**config.mk**
```make
export PLATFORM = sky130hd
export DESIGN_NAME = ceyloniac_fetch_buffer
export DESIGN_NICKNAME = d
export VERILOG_FILES = /design/src/rtl/ceyloniac_fetch_buffer.sv
export SDC_FILE = /design/constraint.sdc
export NUM_CORES = 1
export LEC_CHECK = 0
export ABC_CLOCK_PERIOD_IN_PS = 7600
export CORE_ASPECT_RATIO = 0.5
export CORE_MARGIN = 3
export CORE_UTILIZATION = 51
export CTS_BUF_LIST = sky130_fd_sc_hd__clkbuf_8
export CTS_CLUSTER_DIAMETER = 50
export CTS_CLUSTER_SIZE = 25
export DETAILED_ROUTE_END_ITERATION = 12
export PLACE_DENSITY = 0.95
export SETUP_SLACK_MARGIN = 0.5
export SLEW_MARGIN = 30
export SYNTH_ARGS = -nofsm -noshare
export SYNTH_HDL_FRONTEND = slang
export SYNTH_SLANG_ARGS = --single-unit
```
**constraint.sdc**
```tcl
create_clock -name clk -period 7.6 [get_ports clk]
set_clock_uncertainty 0.2 [all_clocks]
set_input_delay 1.52 -clock clk [delete_from_list [all_inputs] [get_ports clk]]
set_output_delay 1.52 -clock clk [all_outputs]
set_load 0.02 [all_outputs]
```
**src/rtl/ceyloniac_fetch_buffer.sv**
```systemverilog
// Two-entry FIFO between instruction memory and decode; splits the head word into MIPS fields.
// Latency: a word accepted at edge N is the head (instr_valid=1) right after edge N; no bypass.
// Backpressure: imem_ready drops only when both entries are full; decode_stall holds the head.
module ceyloniac_fetch_buffer #(
  parameter int DATA_WIDTH    = 32,
  parameter int ADDRESS_WIDTH = 32,
  parameter int IMM_WIDTH     = 16
) (
  input  logic                     clk,
  input  logic                     reset,
  input  logic [DATA_WIDTH-1:0]    imem_data,
  input  logic [ADDRESS_WIDTH-1:0] imem_pc,
  input  logic                     imem_valid,
  output logic                     imem_ready,
  input  logic                     flush,
  input  logic                     decode_stall,
  output logic                     instr_valid,
  output logic [DATA_WIDTH-1:0]    instr_out,
  output logic [ADDRESS_WIDTH-1:0] instr_pc,
  output logic [5:0]               opcode,
  output logic [4:0]               rs,
  output logic [4:0]               rt,
  output logic [4:0]               rd,
  output logic [4:0]               shamt,
  output logic [5:0]               funct,
  output logic [IMM_WIDTH-1:0]     immediate,
  output logic [25:0]              jump_target
);

  logic [DATA_WIDTH-1:0]    dat_q [2];
  logic [ADDRESS_WIDTH-1:0] pc_q  [2];
  logic                     wr_ptr_q, wr_ptr_d;
  logic                     rd_ptr_q, rd_ptr_d;
  logic [1:0]               count_q, count_d;
  logic                     push, pop;

  // Ready depends on occupancy alone so memory never sees a path from decode_stall.
  assign imem_ready  = (count_q != 2'd2);
  assign instr_valid = (count_q != 2'd0);

  // A flush cancels any transfer in the same cycle.
  assign push = imem_valid & imem_ready & ~flush;
  assign pop  = instr_valid & ~decode_stall & ~flush;

  // Head entry and its field slices; when empty these show a stale entry.
  assign instr_out   = dat_q[rd_ptr_q];
  assign instr_pc    = pc_q[rd_ptr_q];
  assign opcode      = instr_out[31:26];
  assign rs          = instr_out[25:21];
  assign rt          = instr_out[20:16];
  assign rd          = instr_out[15:11];
  assign shamt       = instr_out[10:6];
  assign funct       = instr_out[5:0];
  assign immediate   = instr_out[IMM_WIDTH-1:0];
  assign jump_target = instr_out[25:0];

  // Next-state for pointers and occupancy; flush returns everything to the origin.
  always_comb begin
    wr_ptr_d = wr_ptr_q;
    rd_ptr_d = rd_ptr_q;
    count_d  = count_q;
    if (flush) begin
      wr_ptr_d = 1'b0;
      rd_ptr_d = 1'b0;
      count_d  = 2'd0;
    end else begin
      if (push) wr_ptr_d = ~wr_ptr_q;
      if (pop)  rd_ptr_d = ~rd_ptr_q;
      if (push && !pop)      count_d = count_q + 2'd1;
      else if (pop && !push) count_d = count_q - 2'd1;
    end
  end

  // Pointer and occupancy registers.
  always_ff @(posedge clk or posedge reset) begin
    if (reset) begin
      wr_ptr_q <= 1'b0;
      rd_ptr_q <= 1'b0;
      count_q  <= 2'd0;
    end else begin
      wr_ptr_q <= wr_ptr_d;
      rd_ptr_q <= rd_ptr_d;
      count_q  <= count_d;
    end
  end

  // Entry storage; flush leaves contents in place, only reset clears them.
  always_ff @(posedge clk or posedge reset) begin
    if (reset) begin
      dat_q[0] <= '0;
      dat_q[1] <= '0;
      pc_q[0]  <= '0;
      pc_q[1]  <= '0;
    end else if (push) begin
      dat_q[wr_ptr_q] <= imem_data;
      pc_q[wr_ptr_q]  <= imem_pc;
    end
  end

endmodule

```
==> summary.md, run 1 <==
| Metric | Value |
|---|---|
| Worst Setup SP | rd_ptr_q |
| Crit path time final | 4.558 ns |
| Drt wl/cell | 17.83 um |
| NumNets Final | 649 |
| CTS max path bufs | 2 |
| Drt total wl | 13.39 mm |
| Maximum vdd drop | 161.0 uV |
| Hpwl dp | 9.417 mm |
| Die Ht | 84.57 um |
| PwrDens | 297.0 mW/mm2 |
| Power share of the sequential group | 38.9% |
| Min-delay src | dat_q[48] |
| Worst slew pin tran | 0.7690 ns |
| P_sw | 0.7904 mW |
| Gr usage total | 20.20% |
| Vias in the first global route | 4263 |
| Switch share | 32.07% |
| Ports | 209 |
| Top FF cell, synth | dfrtp_1 |
| RSZ-0062 raised after global routing | no |
| Synthesized area per cell | 14.24 um2 |
| First-pass GRT wire length | 22.01 mm |
| Crit path DAT | 2.84 ns |
| Hold Vio Cnt, Final | 0 |
| Htree depth | 4 |
| Seq/Total Area, Yosys | 52.46% |
| Crit-path cells | buf_4, mux2_2, clkdlybuf4s50_1 |
| RePlAce Congestion | 0.7645 |
| Total congestion overflow | 0 |
| Final Cycle Share | 59.97% |
| Core area | 0.01152 mm2 |
| Clock-pin slew on the worst setup and hold paths | 0.07 ns |
| CP Data Required Time | 5.88 ns |
| EDFF count, synth | 0 |
| Post-route cell area | 0.008298 mm2 |
| Max incr delay on CP | 0.78 ns |
| Commonest non-fill, non-tap cell in the layout | clkdlybuf4s50_1 |
| Max Slew Vio Count | 0 |
| Post-CTS Setup Bufs | 0 |
| Antenna cells | 0 |
| Detail Route Antenna Nets | 0 |
| Synth area leader | dfrtp_1 |
| Synth Instances | 442 |
| Leak | 3.421 nW |
| Worst Path Max Fanout | 40 |
| P&R area growth vs syn | 31.80% |
| Buffers on Ports | 208 |
| Via density per instance | 5.112 |
| Synth area leaders | dfrtp_1 52%, mux2_2 33%, buf_4 8.8%, buf_6 1.1%, mux2_1 0.89% |
| Post-synth top area share | 52.46% |
| Design Power | 2.464 mW |
| Via count | 3839 |
| CTS Sinks | 132 |
| Fin Hold WS | 0.2919 ns |
| Number of synthesized register bits | 132 |
| Drt drc | 0 |
| CTS buffer count | 17 |
| CTS tree | built |
| CP Buf/Inv Count | 2 |
| Clk_lat worst skew | 0.40 ns |
| Ys Warns | 0 |
| DRT Pass-1 Iters | 5 |
| CP delay by family, top | buffers and inverters |
| Fmax | 219.4 MHz |
| Startpoint Class | register |
| Clock share of power | 22.1% |
| # Max-Cap Violations | 0 |
| R2r startpoint | count_q[0] |
| Post-Syn Area | 0.006296 mm2 |
| CP Class | register to output pin |
| # hold bufs at CTS | 0 |
| Drt first-iter violations | 145 |
| DIE AREA | 0.01380 mm2 |
| Resized cells post-CTS | 0 |
| Crit path max-delay cell type | dfrtp_2 |
| Crit. End Element | output pin |
| CTS root buf | clkbuf_8 |
| Combinational share of power | 39.1% |
| Placed inst area | 0.007934 mm2 |
| Antenna violations before repair | 0 |
| Outcome | complete, no violations |
| Async S/R FF share, synth | 100.0% |
| Initial Utilization | 54.65% |
| DIE WIDTH | 163.1 um |
| FP Rows | 27 |
| Most frequent cells in the layout | 208 x clkdlybuf4s50_1, 187 x mux2_2, 131 x dfrtp_1 |
| Count of cell types in the netlist | 21 |
| Syn_nets | 511 |
| Setup Total Neg Slack | 0 ns |
| Share of layout cells above drive strength 1 | 38.01% |
| Class of the worst hold path | register to register |
| Largest net degree at the start of global routing | 82 |
| Relative slew slack | 48.73% |
| Internal power | 1.674 mW |
| Final Setup Violations | 0 |
[cell type report]
| type | instances | area (um2) |
|---|---|---|
| fill | 762 | 3222 |
| multi-input combinational | 212 | 2293 |
| inverter | 4 | 20.02 |
| timing repair buffer | 213 | 2120 |
| tap | 159 | 198.9 |
| clock buffer | 20 | 275.3 |
| clock inverter | 11 | 86.33 |
| sequential | 132 | 3304 |
[final timing paths]
path                                         to  slack, ns  depth (start not counted)
worst max register to register        dat_q[42]       4.84                          4
worst min register to register        dat_q[48]       0.29                          1
worst max-delay path            jump_target[25]       3.04                          3
min in group asynchronous              dat_q[2]       1.40                          2
worst min-delay path                  dat_q[48]       0.29                          1
max in group asynchronous               pc_q[0]       4.68                          3
[cells by family (layout without fill, tap and decap cells)]
| group | Yosys count | in the layout | share of synthesized area [%] |
|---|---|---|---|
| flops | 132 | 132 | 52.46 |
| buf+inv | 98 | 248 | 11.11 |
| simple gates | 12 | 12 | 1.371 |
| mux | 192 | 192 | 34.34 |
| compound gates | 8 | 8 | 0.7154 |
[worst register-to-register path: cells and delay by family (launching register included)]
kind | cells | cell delay, ns
and+or+nand+nor | 2 | 0.81
buffers and inverters | 1 | 0.68
muxes | 1 | 0.51
DFF | 1 | 0.43
[state kept, by name (all words and copies together) (netlist names)]
| name | count |
|---|---|
| dat_q | 64 |
| wr_ptr_q | 1 |
| count_q | 2 |
| pc_q | 64 |
| rd_ptr_q | 1 |
[metrics by stage]
step                      std cells  utilization, %  worst slack (ns)
after global routing            751           72.03             2.878
final                           751           72.03             3.042
after floorplan                 442               -             2.354
after detailed placement        720           68.87             3.184
after global placement          720           68.87             3.284
after CTS                       751           72.01             3.025
[synth_stat cells, types with 2 or more instances]
| library cell | instances |
|---|---|
| clkbuf_1 | 7 |
| or3_1 | 2 |
| nand3_1 | 2 |
| inv_1 | 4 |
| o21ai_0 | 3 |
| mux2_1 | 5 |
| dfrtp_1 | 132 |
| a21oi_1 | 3 |
| nor2_1 | 2 |
| mux2_2 | 187 |
| buf_6 | 6 |
| buf_2 | 7 |
| buf_4 | 74 |
[routing by layer]
metal | part of all wire [%] | wire [um] | track usage (%) | up-vias
li1 | - | - | - | 1750
met1 | 39 | 5251 | 22.52 | 1982
met2 | 56 | 7505 | 38.39 | 93
met3 | 3.2 | 433 | 3.894 | 14
met4 | 1.5 | 202 | 7.444 | 0
met5 | 0 | 0 | 0 | -
[power by group through the flow]
stage               clock network (mW)  registers [mW]  logic [mW]
detailed placement                   0           0.969       0.973
finish                           0.544           0.957       0.963
global route                     0.596           0.979        1.02
CTS                              0.557           0.957       0.976
global placement                     0           0.954       0.949
floorplan                            0           0.935       0.681
No activity file was read; power rests on OpenSTA's default activity.
==> run 2, diff against run 1 <==
--- a/config.mk
+++ b/config.mk
@@ -5,10 +5,10 @@
 export SDC_FILE = /design/constraint.sdc
 export NUM_CORES = 1
 export LEC_CHECK = 0
-export ABC_CLOCK_PERIOD_IN_PS = 7600
+export ABC_CLOCK_PERIOD_IN_PS = 4300
 export CORE_ASPECT_RATIO = 0.5
 export CORE_MARGIN = 3
-export CORE_UTILIZATION = 51
+export CORE_UTILIZATION = 48
 export CTS_BUF_LIST = sky130_fd_sc_hd__clkbuf_8
 export CTS_CLUSTER_DIAMETER = 50
 export CTS_CLUSTER_SIZE = 25
==> constraint.sdc (replaced) <==
create_clock -name clk -period 4.3 [get_ports clk]
set_clock_uncertainty 0.2 [all_clocks]
set_input_delay 0.86 -clock clk [delete_from_list [all_inputs] [get_ports clk]]
set_output_delay 0.86 -clock clk [all_outputs]
set_load 0.02 [all_outputs]
==> summary.md, run 2 (same netlist as run 1, synthesis figures left out) <==
| Metric | Value |
|---|---|
| Worst Path Max Fanout | 40 (unchanged) |
| Crit path time final | 3.537 ns |
| Via density per instance | 5.007 (-2.1%) |
| Resized cells post-CTS | 0 (unchanged) |
| Share of layout cells above drive strength 1 | 37.77% (-0.23 points) |
| Crit. path cell count | 3 (unchanged) |
| Final Cycle Share | 82.25% |
| CTS root buf | clkbuf_8 |
| Min-delay src | dat_q[49] |
| Class of the worst hold path | register to register |
| Drt drc | 0 (unchanged) |
| Vias in the first global route | 4227 (-0.84%) |
| CTS buffer count | 17 (unchanged) |
| Design Power | 4.318 mW (+75%) |
| Worst slew pin tran | 0.5913 ns (-0.1777 ns) |
| Worst Setup Slack, final | 0.7632 ns (-2.279 ns) |
| Clock-pin slew on the worst setup and hold paths | 0.07 ns (about the same) |
| CTS Sinks | 132 (unchanged) |
| PwrDens | 518.8 mW/mm2 (+75%) |
| DIE AREA | 0.01461 mm2 (+5.9%) |
| Via count | 3795 (-1.1%) |
| Die Ht | 86.99 um (+2.9%) |
| Setup Total Neg Slack | 0 ns (unchanged) |
| CTS tree | built |
| # hold bufs at CTS | 0 (unchanged) |
| Top Registers | dat_q x64, pc_q x64, count_q x2 |
| P&R area growth vs syn | 32.17% |
| Post-CTS Setup Bufs | 0 (unchanged) |
| Post-Layout Cell Count | 758 (+0.93%) |
| Drt total wl | 13.36 mm (-0.23%) |
| CP Class | register to output pin |
| # Max-Cap Violations | 0 (unchanged) |
| FP Rows | 28 (+3.7%) |
| Gr usage total | 18.89% (-1.3 points) |
| Ports | 209 (unchanged) |
| Post-route cell area | 0.008322 mm2 (+0.29%) |
| Fmax | 282.7 MHz |
| Pre-CTS WS | 0.9686 ns (-2.215 ns) |
| R2r startpoint | count_q[0] |
| Htree depth | 4 (unchanged) |
| Relative slew slack | 60.58% (+12 points) |
| DIE WIDTH | 168.0 um (+3.0%) |
| Reg-to-reg endpoint | dat_q[0] |
| Placed inst area | 0.007978 mm2 (+0.55%) |
| Hpwl dp | 9.717 mm (+3.2%) |
| CTS max path bufs | 2 (unchanged) |
| Maximum vdd drop | 216.8 uV (+35%) |
| RePlAce Congestion | 0.7527 (-1.5%) |
| NumNets Final | 652 (+0.46%) |
| Crit path DAT | 2.48 ns (-0.36 ns) |
| Leak | 3.441 nW (+0.57%) |
| Buffers on Ports | 208 (unchanged) |
| RSZ-0062 raised after global routing | no |
| Largest net degree at the start of global routing | 44 (-46%) |
| Drt first-iter violations | 167 (+15%) |
| Max Slew Vio Count | 0 (unchanged) |
| Fin Hold WS | 0.2847 ns (-0.007191 ns) |
| Commonest non-fill, non-tap cell in the layout | clkdlybuf4s50_1 |
| CP delay by family, top | buffers and inverters |
| Clk_lat worst skew | 0.42 ns (+0.02 ns) |
| Crit-path cells | buf_12, mux2_2, clkdlybuf4s50_1 |
| Max incr delay on CP | 0.81 ns (+0.03 ns) |
| Outcome | complete, no violations |
| Drt wl/cell | 17.63 um (-1.2%) |
| First-pass GRT wire length | 21.76 mm (-1.2%) |
| Detail Route Antenna Nets | 0 (unchanged) |
| R2r worst-path depth | 5 (+1) |
| Core area | 0.01230 mm2 (+6.7%) |
| Dpl cells | 729 (+1.3%) |
| Crit. End Element | output pin |
| Critical Path End | instr_out[8] |
| Crit path max-delay cell type | dfrtp_4 |
| CP Buf/Inv Count | 2 (unchanged) |
| Startpoint Class | register |
| Worst reg-to-reg setup slack | 2.04 ns (-2.80 ns) |
| Final Setup Violations | 0 (unchanged) |
| Hold Vio Cnt, Final | 0 (unchanged) |
| Most frequent cells in the layout | 208 x clkdlybuf4s50_1, 187 x mux2_2, 131 x dfrtp_1 |
| DRT Pass-1 Iters | 4 (-1) |
| CP Data Required Time | 3.24 ns (-2.64 ns) |
| Total congestion overflow | 0 (unchanged) |
| Worst Setup SP | rd_ptr_q |
| Initial Utilization | 51.20% (-3.5 points) |
| Final Core Density | 67.67% (-4.4 points) |
| Antenna cells | 0 (unchanged) |
| Antenna violations before repair | 0 (unchanged) |
[run 2: cell types whose count changed in the layout (fill, tap and decap cells not counted), sizes merged]
cell      before  now
buf            5    8
clkinvlp       3    1
clkinv         6    5
inv            5    6
[run 2: final cells by class]
class                           count  area [um2]
Fill cell                         834        3975
Sequential cell                   132        3307
Multi-Input combinational cell    212        2293
Timing Repair Buffer              216        2155
Clock buffer                       20       275.3
Tap cell                          165       206.4
Clock inverter                      9       66.31
Inverter                            4       18.77
[run 2: metal layers]
metal	wire length (um)	track usage [%]	part of all wire (%)	vias up
li1	-	-	-	1753
met1	5035	20.89	38	1926
met2	7484	36.13	56	91
met3	484	3.626	3.6	25
met4	359	8.018	2.7	0
met5	0	0	0	-
[run 2: report_power, final]
group	leakage [nW]	switching [mW]	internal [mW]
Clock	0.193	0.440	0.482
Combinational	1.67	0.768	0.930
Sequential	1.57	0.157	1.54
[run 2: worst min-delay path by stage]
stage,to,cells after the start
4_1_cts,dat_q[49],1
5_1_grt,dat_q[49],1
3_3_place_gp,dat_q[50],1
3_5_place_dp,dat_q[49],1
6_report,dat_q[49],1
2_1_floorplan,dat_q[48],1
==> run 3, diff against run 2 <==
--- a/config.mk
+++ b/config.mk
@@ -5,15 +5,15 @@
 export SDC_FILE = /design/constraint.sdc
 export NUM_CORES = 1
 export LEC_CHECK = 0
-export ABC_CLOCK_PERIOD_IN_PS = 4300
+export ABC_CLOCK_PERIOD_IN_PS = 3180
 export CORE_ASPECT_RATIO = 0.5
 export CORE_MARGIN = 3
-export CORE_UTILIZATION = 48
+export CORE_UTILIZATION = 43
 export CTS_BUF_LIST = sky130_fd_sc_hd__clkbuf_8
 export CTS_CLUSTER_DIAMETER = 50
 export CTS_CLUSTER_SIZE = 25
 export DETAILED_ROUTE_END_ITERATION = 12
-export PLACE_DENSITY = 0.95
+export PLACE_DENSITY = 0.91
 export SETUP_SLACK_MARGIN = 0.5
 export SLEW_MARGIN = 30
 export SYNTH_ARGS = -nofsm -noshare
==> constraint.sdc (replaced) <==
create_clock -name clk -period 3.18 [get_ports clk]
set_clock_uncertainty 0.2 [all_clocks]
set_input_delay 0.636 -clock clk [delete_from_list [all_inputs] [get_ports clk]]
set_output_delay 0.636 -clock clk [all_outputs]
set_load 0.02 [all_outputs]
==> summary.md, run 3 (same netlist as run 1, synthesis figures left out) <==
| Metric | Value |
|---|---|
| Relative slew slack | 45.44% (-15 points) |
| Core area | 0.01393 mm2 (+13%) |
| Antenna cells | 0 (unchanged) |
| Antenna violations before repair | 0 (unchanged) |
| Post-route cell area | 0.007999 mm2 (-3.9%) |
| Hpwl dp | 9.512 mm (-2.1%) |
| Drt total wl | 13.84 mm (+3.6%) |
| Die Ht | 91.57 um (+5.3%) |
| # Max-Cap Violations | 0 (unchanged) |
| Startpoint Class | register |
| Vias in the first global route | 4141 (-2.0%) |
| Power share of the sequential group | 40.8% (+1.5 points) |
| Busiest grt layer | met2 |
| Gr usage total | 17.06% (-1.8 points) |
| Hold Vio Cnt, Final | 0 (unchanged) |
| Pre-CTS WS | 0.4217 ns (-0.5468 ns) |
| Internal power | 3.721 mW (+26%) |
| Combinational share of power | 35.3% (-4.0 points) |
| Design Power | 5.592 mW (+30%) |
| DRT Pass-1 Iters | 4 (unchanged) |
| Max Slew Vio Count | 0 (unchanged) |
| DIE WIDTH | 177.1 um (+5.5%) |
| # fillers | 1086 (+30%) |
| GR met2 Demand/Resource | 32.41% (-3.7 points) |
| Via density per instance | 4.848 (-3.2%) |
| Setup Total Neg Slack | 0 ns (unchanged) |
| Switch share | 33.47% (+1.9 points) |
| First-pass GRT wire length | 21.73 mm (-0.12%) |
| Worst Setup Slack, final | 0.4616 ns (-0.3016 ns) |
| Final Core Density | 57.44% (-10 points) |
| Final Setup Violations | 0 (unchanged) |
| Commonest non-fill, non-tap cell in the layout | mux2_2 |
| Detail Route Antenna Nets | 0 (unchanged) |
| Buffers on Ports | 208 (unchanged) |
| Via count | 3835 (+1.1%) |
| Largest net degree at the start of global routing | 65 (+48%) |
| Crit. End Element | output pin |
| Clk_lat worst skew | 0.41 ns (about the same) |
| Outcome | complete, no violations |
| FP Rows | 30 (+7.1%) |
| P&R area growth vs syn | 27.05% |
| Initial Utilization | 45.21% (-6.0 points) |
| Final Cycle Share | 85.48% |
| RePlAce Congestion | 0.7546 (+0.25%) |
| CTS Sinks | 132 (unchanged) |
| CP Data Required Time | 2.34 ns (-0.90 ns) |
| Maximum vdd drop | 313.5 uV (+45%) |
| Leak | 3.613 nW (+5.0%) |
| CTS tree | built |
| NumNets Final | 657 (+0.77%) |
| CP Class | register to output pin |
| CTS max path bufs | 2 (unchanged) |
| Drt first-iter violations | 113 (-32%) |
| Total congestion overflow | 0 (unchanged) |
| Class of the worst hold path | register to register |
| Share of layout cells above drive strength 1 | 56.43% (+19 points) |
| Drt drc | 0 (unchanged) |
| Most frequent cells in the layout | 186 x mux2_2, 131 x dfrtp_1, 102 x clkbuf_2 |
| Crit path time final | 2.718 ns |
| Top Registers | dat_q x64, pc_q x64, count_q x2 |
| CTS root buf | clkbuf_8 |
| RSZ-0062 raised after global routing | yes |
| Clock share of power | 23.9% (+2.5 points) |
| Htree depth | 4 (unchanged) |
| Placed inst area | 0.008066 mm2 (+1.1%) |
| Fmax | 367.9 MHz |
| Clock-pin slew on the worst setup and hold paths | 0.07 ns (about the same) |
| Crit path DAT | 1.88 ns (-0.60 ns) |
| DIE AREA | 0.01622 mm2 (+11%) |
| Met1 Resource Use GR | 19.13% (-1.8 points) |
| Drt wl/cell | 17.50 um (-0.72%) |
| PwrDens | 699.1 mW/mm2 (+35%) |
| Met3 Use GR | 3.551% (-0.076 points) |
| Ports | 209 (unchanged) |
| CTS buffer count | 17 (unchanged) |
| Worst slew pin tran | 0.8166 ns (+0.2253 ns) |
| P_sw | 1.872 mW (+37%) |
| Worst Path Max Fanout | 19 (-53%) |
## run 3: cell count changes in the layout (fill, tap and decap cells not counted), moves of 2 or more
cell | previous run | this run
clkdlybuf4s15_2 | 0 | 7
buf_16 | 0 | 2
clkinv_2 | 5 | 3
buf_12 | 1 | 6
clkbuf_2 | 0 | 102
clkdlybuf4s50_1 | 208 | 69
dlygate4sd2_1 | 0 | 27
inv_1 | 6 | 8
buf_4 | 7 | 5
## run 3: layer usage
| layer | part of all wire (%) | vias to the layer above |
|---|---|---|
| li1 | - | 1763 |
| met1 | 39 | 1970 |
| met2 | 56 | 83 |
| met3 | 3.7 | 19 |
| met4 | 1.6 | 0 |
| met5 | 0 | - |
## run 3: what timing repair did
| action | in CTS | in global routing |
|---|---|---|
| hold endpoints to repair | 0 | 0 |
| buffers inserted | 5 | 0 |
| pin swaps | 0 | 0 |
| gates cloned | 1 | 0 |
| hold buffers | 0 | 0 |
| resized for setup | 190 | 178 |
| setup endpoints to repair | 138 | 113 |
## run 3: stage by stage
step	hold slack (ns)	std cells
final	0.2882	791
after floorplan	0.2541	442
after global routing	0.3106	791
after detailed placement	0.2755	755
after global placement	0.2630	755
after CTS	0.2937	791
## run 3: worst max-delay path, cell delays in order (launching register included)
cell and delay (ns):
dfrtp_4 0.53, buf_12 0.15, buf_16 0.15, mux2_2 0.30, dlygate4sd2_1 0.32
## run 3: area by class of cell
| cell class | count | area, um2 | share of cell area (%) |
|---|---|---|---|
| Sequential cell | 132 | 3307 | 41.34 |
| Multi-Input combinational cell | 212 | 2297 | 28.72 |
| Inverter | 4 | 18.77 | 0.2346 |
| Clock inverter | 10 | 93.84 | 1.173 |
| Clock buffer | 20 | 275.3 | 3.441 |
| Timing Repair Buffer | 221 | 1767 | 22.09 |
| Tap cell | 192 | 240.2 | 3.003 |
## run 3: worst paths after layout
| check | slack (ns) | depth (start not counted) | from | to |
|---|---|---|---|---|
| worst min-delay path | 0.29 | 1 | dat_q[50] | dat_q[50] |
| worst max register to register | 1.09 | 5 | count_q[0] | pc_q[5] |
| min in group asynchronous | 0.52 | 2 | reset | dat_q[26] |
| max in group asynchronous | 1.58 | 3 | reset | rd_ptr_q |
| worst max-delay path | 0.46 | 4 | rd_ptr_q | rt[2] |
| worst min register to register | 0.29 | 1 | dat_q[50] | dat_q[50] |
## run 3: power by group through the flow
stage / clock network [mW] / registers, mW / logic [mW]
floorplan: 0 / 2.23 / 1.63
global placement: 0 / 2.27 / 2.30
detailed placement: 0 / 2.31 / 2.35
CTS: 1.37 / 2.28 / 2.10
global route: 1.46 / 2.33 / 2.10
finish: 1.34 / 2.28 / 1.97
==> variant 1: new RTL, settings of run 3 <==
Reset style: synchronous (`reset`), changed in 2 clocked blocks.
--- a/src/rtl/ceyloniac_fetch_buffer.sv
+++ b/src/rtl/ceyloniac_fetch_buffer.sv
@@ -73,5 +73,5 @@
 
   // Pointer and occupancy registers.
-  always_ff @(posedge clk or posedge reset) begin
+  always_ff @(posedge clk) begin
     if (reset) begin
       wr_ptr_q <= 1'b0;
@@ -86,5 +86,5 @@
 
   // Entry storage; flush leaves contents in place, only reset clears them.
-  always_ff @(posedge clk or posedge reset) begin
+  always_ff @(posedge clk) begin
     if (reset) begin
       dat_q[0] <= '0;
Behaviour: differs if reset is asserted again (counterexample within 4 cycles, from zero or initial values and one cycle with reset high); with reset held inactive, the same outputs for 4 cycles.
==> variant 1 against run 3 <==
Area after synthesis increased by 0.97%; cell area increased by 4.3%; global-route usage increased by 0.068 points; routed wire length increased by 1.8%; worst setup slack improved by 21 ps; register-to-register slack improved by 60 ps; sequential cell count increased by 1; critical path type unchanged; critical endpoint is now immediate[10].
Power is not compared: it rests on default switching activity, and its combinational part moved more than twofold at a synthesized area within 25%.
==> variant 1: results (changes against run 3) <==
| Metric | Value |
|---|---|
| Status | completed |
| Wire length of the first global-routing pass | 21300 um (-1.8%) |
| Met3 Wirelength | 619 um (+21%) |
| Post_cts resized | 149 (-22%) |
| Synth top area cells | edfxtp_1 (60%), mux2_2 (11%), and2_1 (10%) |
| Synth Area in Adders | 0.00197 (+0.00197) |
| DR iter-0 viols | 193 (+71%) |
| Xor/xnor share of the synthesized area | 0.00413 (+0.00413) |
| Net Count, Synth | 518 (+1.4%) |
| Sequential share of the synthesized area | 0.620 (+0.0957) |
| Vias in the first global route | 3917 (-5.4%) |
| Share of cells above drive strength 1 | 0.292 (-0.272) |
| Grt met1 use | 0.185 (-0.00616) |
| Worst reg2reg setup slack | 1150 ps (+60 ps) |
| WL final | 14100 um (+1.8%) |
| Slowest cell on crit path | dfxtp_4 |
| GRT Total Usage | 0.171 (+0.000677) |
| Slew HR | 0.608 (+0.154) |
| Postcts setup bufs | 0 (-5) |
| Synth Area in Compound Gates | 0.00551 (-0.00164) |
| Met2 usage | 0.324 (-0.000461) |
| Vias/cell | 4.69 (-3.4%) |
| Nets | 660 (+0.46%) |
| Multiplexer share of the synthesized area | 0.113 (-0.230) |
| Hold crit path type | reg2reg |
| Met1 wire length | 5220 um (-2.7%) |
| Yosys cell types | 24 (+14%) |
| Global-route met3 utilization | 0.0389 (+0.00337) |
| EDFF count, synth | 128 (+128) |
| Ys async rst share | 0 (-1.00) |
| Max stage delay on crit path | 400 ps (-130 ps) |
| Reg2reg start | wr_ptr_q |
| Met2 WL | 8020 um (+3.5%) |
| Worst Hold Depth | 2 (+1) |
| Worst hold path startpoint | rd_ptr_q |
| Post-DP HPWL | 8980 um (-5.6%) |
| WHS | 310 ps (+22.3 ps) |
variant 1: cell count changes in the layout (fill, tap and decap cells not counted), sizes merged, moves of 3 or more:
cell,change
dfxtp,+5
and2,+128
inv,-3
clkinv,+7
dfrtp,-132
clkdlybuf4s15,-4
mux2,-128
dlygate4sd2,+69
edfxtp,+128
buf,-6
or2,+4
clkbuf,-66
xor2,+3
variant 1: final cells by class:
class                      count  area, um2
timing repair buffer         218       1980
sequential                   133       3950
clock buffer                  17        234
multi-input combinational    216       1770
clock inverter                15        145
tap                          192        240
fill                        1093       5660
inverter                       4       17.5
variant 1: through the flow:
stage | cell area (um2) | util | instances | worst slack (ps) | power [mW]
after floorplan | 6400 | - | 448 | 197 | 2.51
after global placement | 8140 | 0.582 | 758 | 418 | 2.80
after detailed placement | 8140 | 0.582 | 758 | 361 | 2.83
after CTS | 8430 | 0.602 | 792 | 378 | 4.08
after global routing | 8340 | 0.596 | 795 | 429 | 4.20
final | 8340 | 0.596 | 795 | 482 | 4.05
==> variant 2: new RTL, config.mk and constraints of run 3 <==
Without the edit above. The parameter `DATA_WIDTH` goes from 32 to 36.
--- a/src/rtl/ceyloniac_fetch_buffer.sv
+++ b/src/rtl/ceyloniac_fetch_buffer.sv
@@ -3,5 +3,5 @@
 // Backpressure: imem_ready drops only when both entries are full; decode_stall holds the head.
 module ceyloniac_fetch_buffer #(
-  parameter int DATA_WIDTH    = 32,
+  parameter int DATA_WIDTH    = 36,
   parameter int ADDRESS_WIDTH = 32,
   parameter int IMM_WIDTH     = 16
Ports: changed (resized imem_data and instr_out); port bits go from 209 to 217. The function was not compared with the original's and may differ.
==> variant 2 against run 3 <==
Worst setup slack improved by 3.7 ps; area after synthesis up 5.1%; sequential cell count up 8; power is 12% higher; critical path depth unchanged; cell area rose by 7.8%; synthesized cell count grew 5.0%; die area up 4.8%; sequential share of layout area decreased by 0.65 points; routed wire length up 11%; register-to-register slack better by 50 ps; utilization increased by 1.0 points; critical path type unchanged; critical endpoint is now jump_target[25].
==> variant 2: results (changes against run 3) <==
| Metric | Value |
|---|---|
| Worst hold path startpoint | dat_q[39] |
| GPL Wtd Cong | 0.737 (-2.3%) |
| Vias/cell | 4.94 (+1.9%) |
| Signal buf overhead | 0.221 (about the same) |
| Combinational Power Share | 0.328 (-0.025) |
| Nets | 700 (+6.5%) |
| Net Sw Frac | 0.319 (-0.0154) |
| Worst VDD drop | 0.293 mV (-6.5%) |
| Bufs w/o clock | 240 (+8.6%) |
| Mapped cell area | 6620 um2 (+5.1%) |
| Status | completed |
| Most frequent cells after synthesis | mux2_2 (184), dfrtp_1 (140), buf_4 (78) |
| Largest net degree at the start of global routing | 55 (-15%) |
| R2R Path End | dat_q[22] |
| Min-Delay Endpoint | dat_q[39] |
| Fraction of area in multi-input gates | 0.282 (-0.00471) |
| Share of cells above drive strength 1 | 0.523 (-0.0408) |
| Biggest regs | dat_q (72), pc_q (64), count_q (2) |
| Crit-path max FO | 13 (-6) |
| Slew HR | 0.621 (+0.166) |
| Vias in the first global route | 4531 (+9.4%) |
| DR iter-0 viols | 114 (+0.88%) |
| Reg2reg start | count_q[1] |
| LEAKAGE | 3.89 nW (+7.7%) |
| I/O Buffers | 216 (+3.8%) |
| Yosys cell types | 22 (+4.8%) |
| Seq Cell Count | 140 (+6.1%) |
| Overall power | 6.29 mW (+12%) |
==> variant 2: cell count changes in the layout (fill, tap and decap cells not counted), moves of 3 or more <==
cell,change
clkinvlp_4,+3
mux2_1,+15
dfrtp_1,+8
clkdlybuf4s15_2,-7
clkdlybuf4s50_1,+5
bufinv_16,+5
dlygate4sd2_1,+22
clkbuf_2,-10
buf_4,+12
inv_1,-4
==> variant 2: per-layer routing <==
layer | GRT usage | share of wire
met1 | 0.192 | 0.38
met2 | 0.358 | 0.57
met3 | 0.0309 | 0.031
met4 | 0.0576 | 0.017
met5 | 0 | 0
==> variant 2: logic make-up (layout without fill, tap and decap cells) <==
group	count (synthesis)	after routing	synth area share
AO/OA/AOI/OAI	8	8	0.00681
flip-flops	140	140	0.529
multiplexers	204	204	0.347
AND/OR/NAND/NOR	12	12	0.0119
buffers and inverters	100	276	0.105
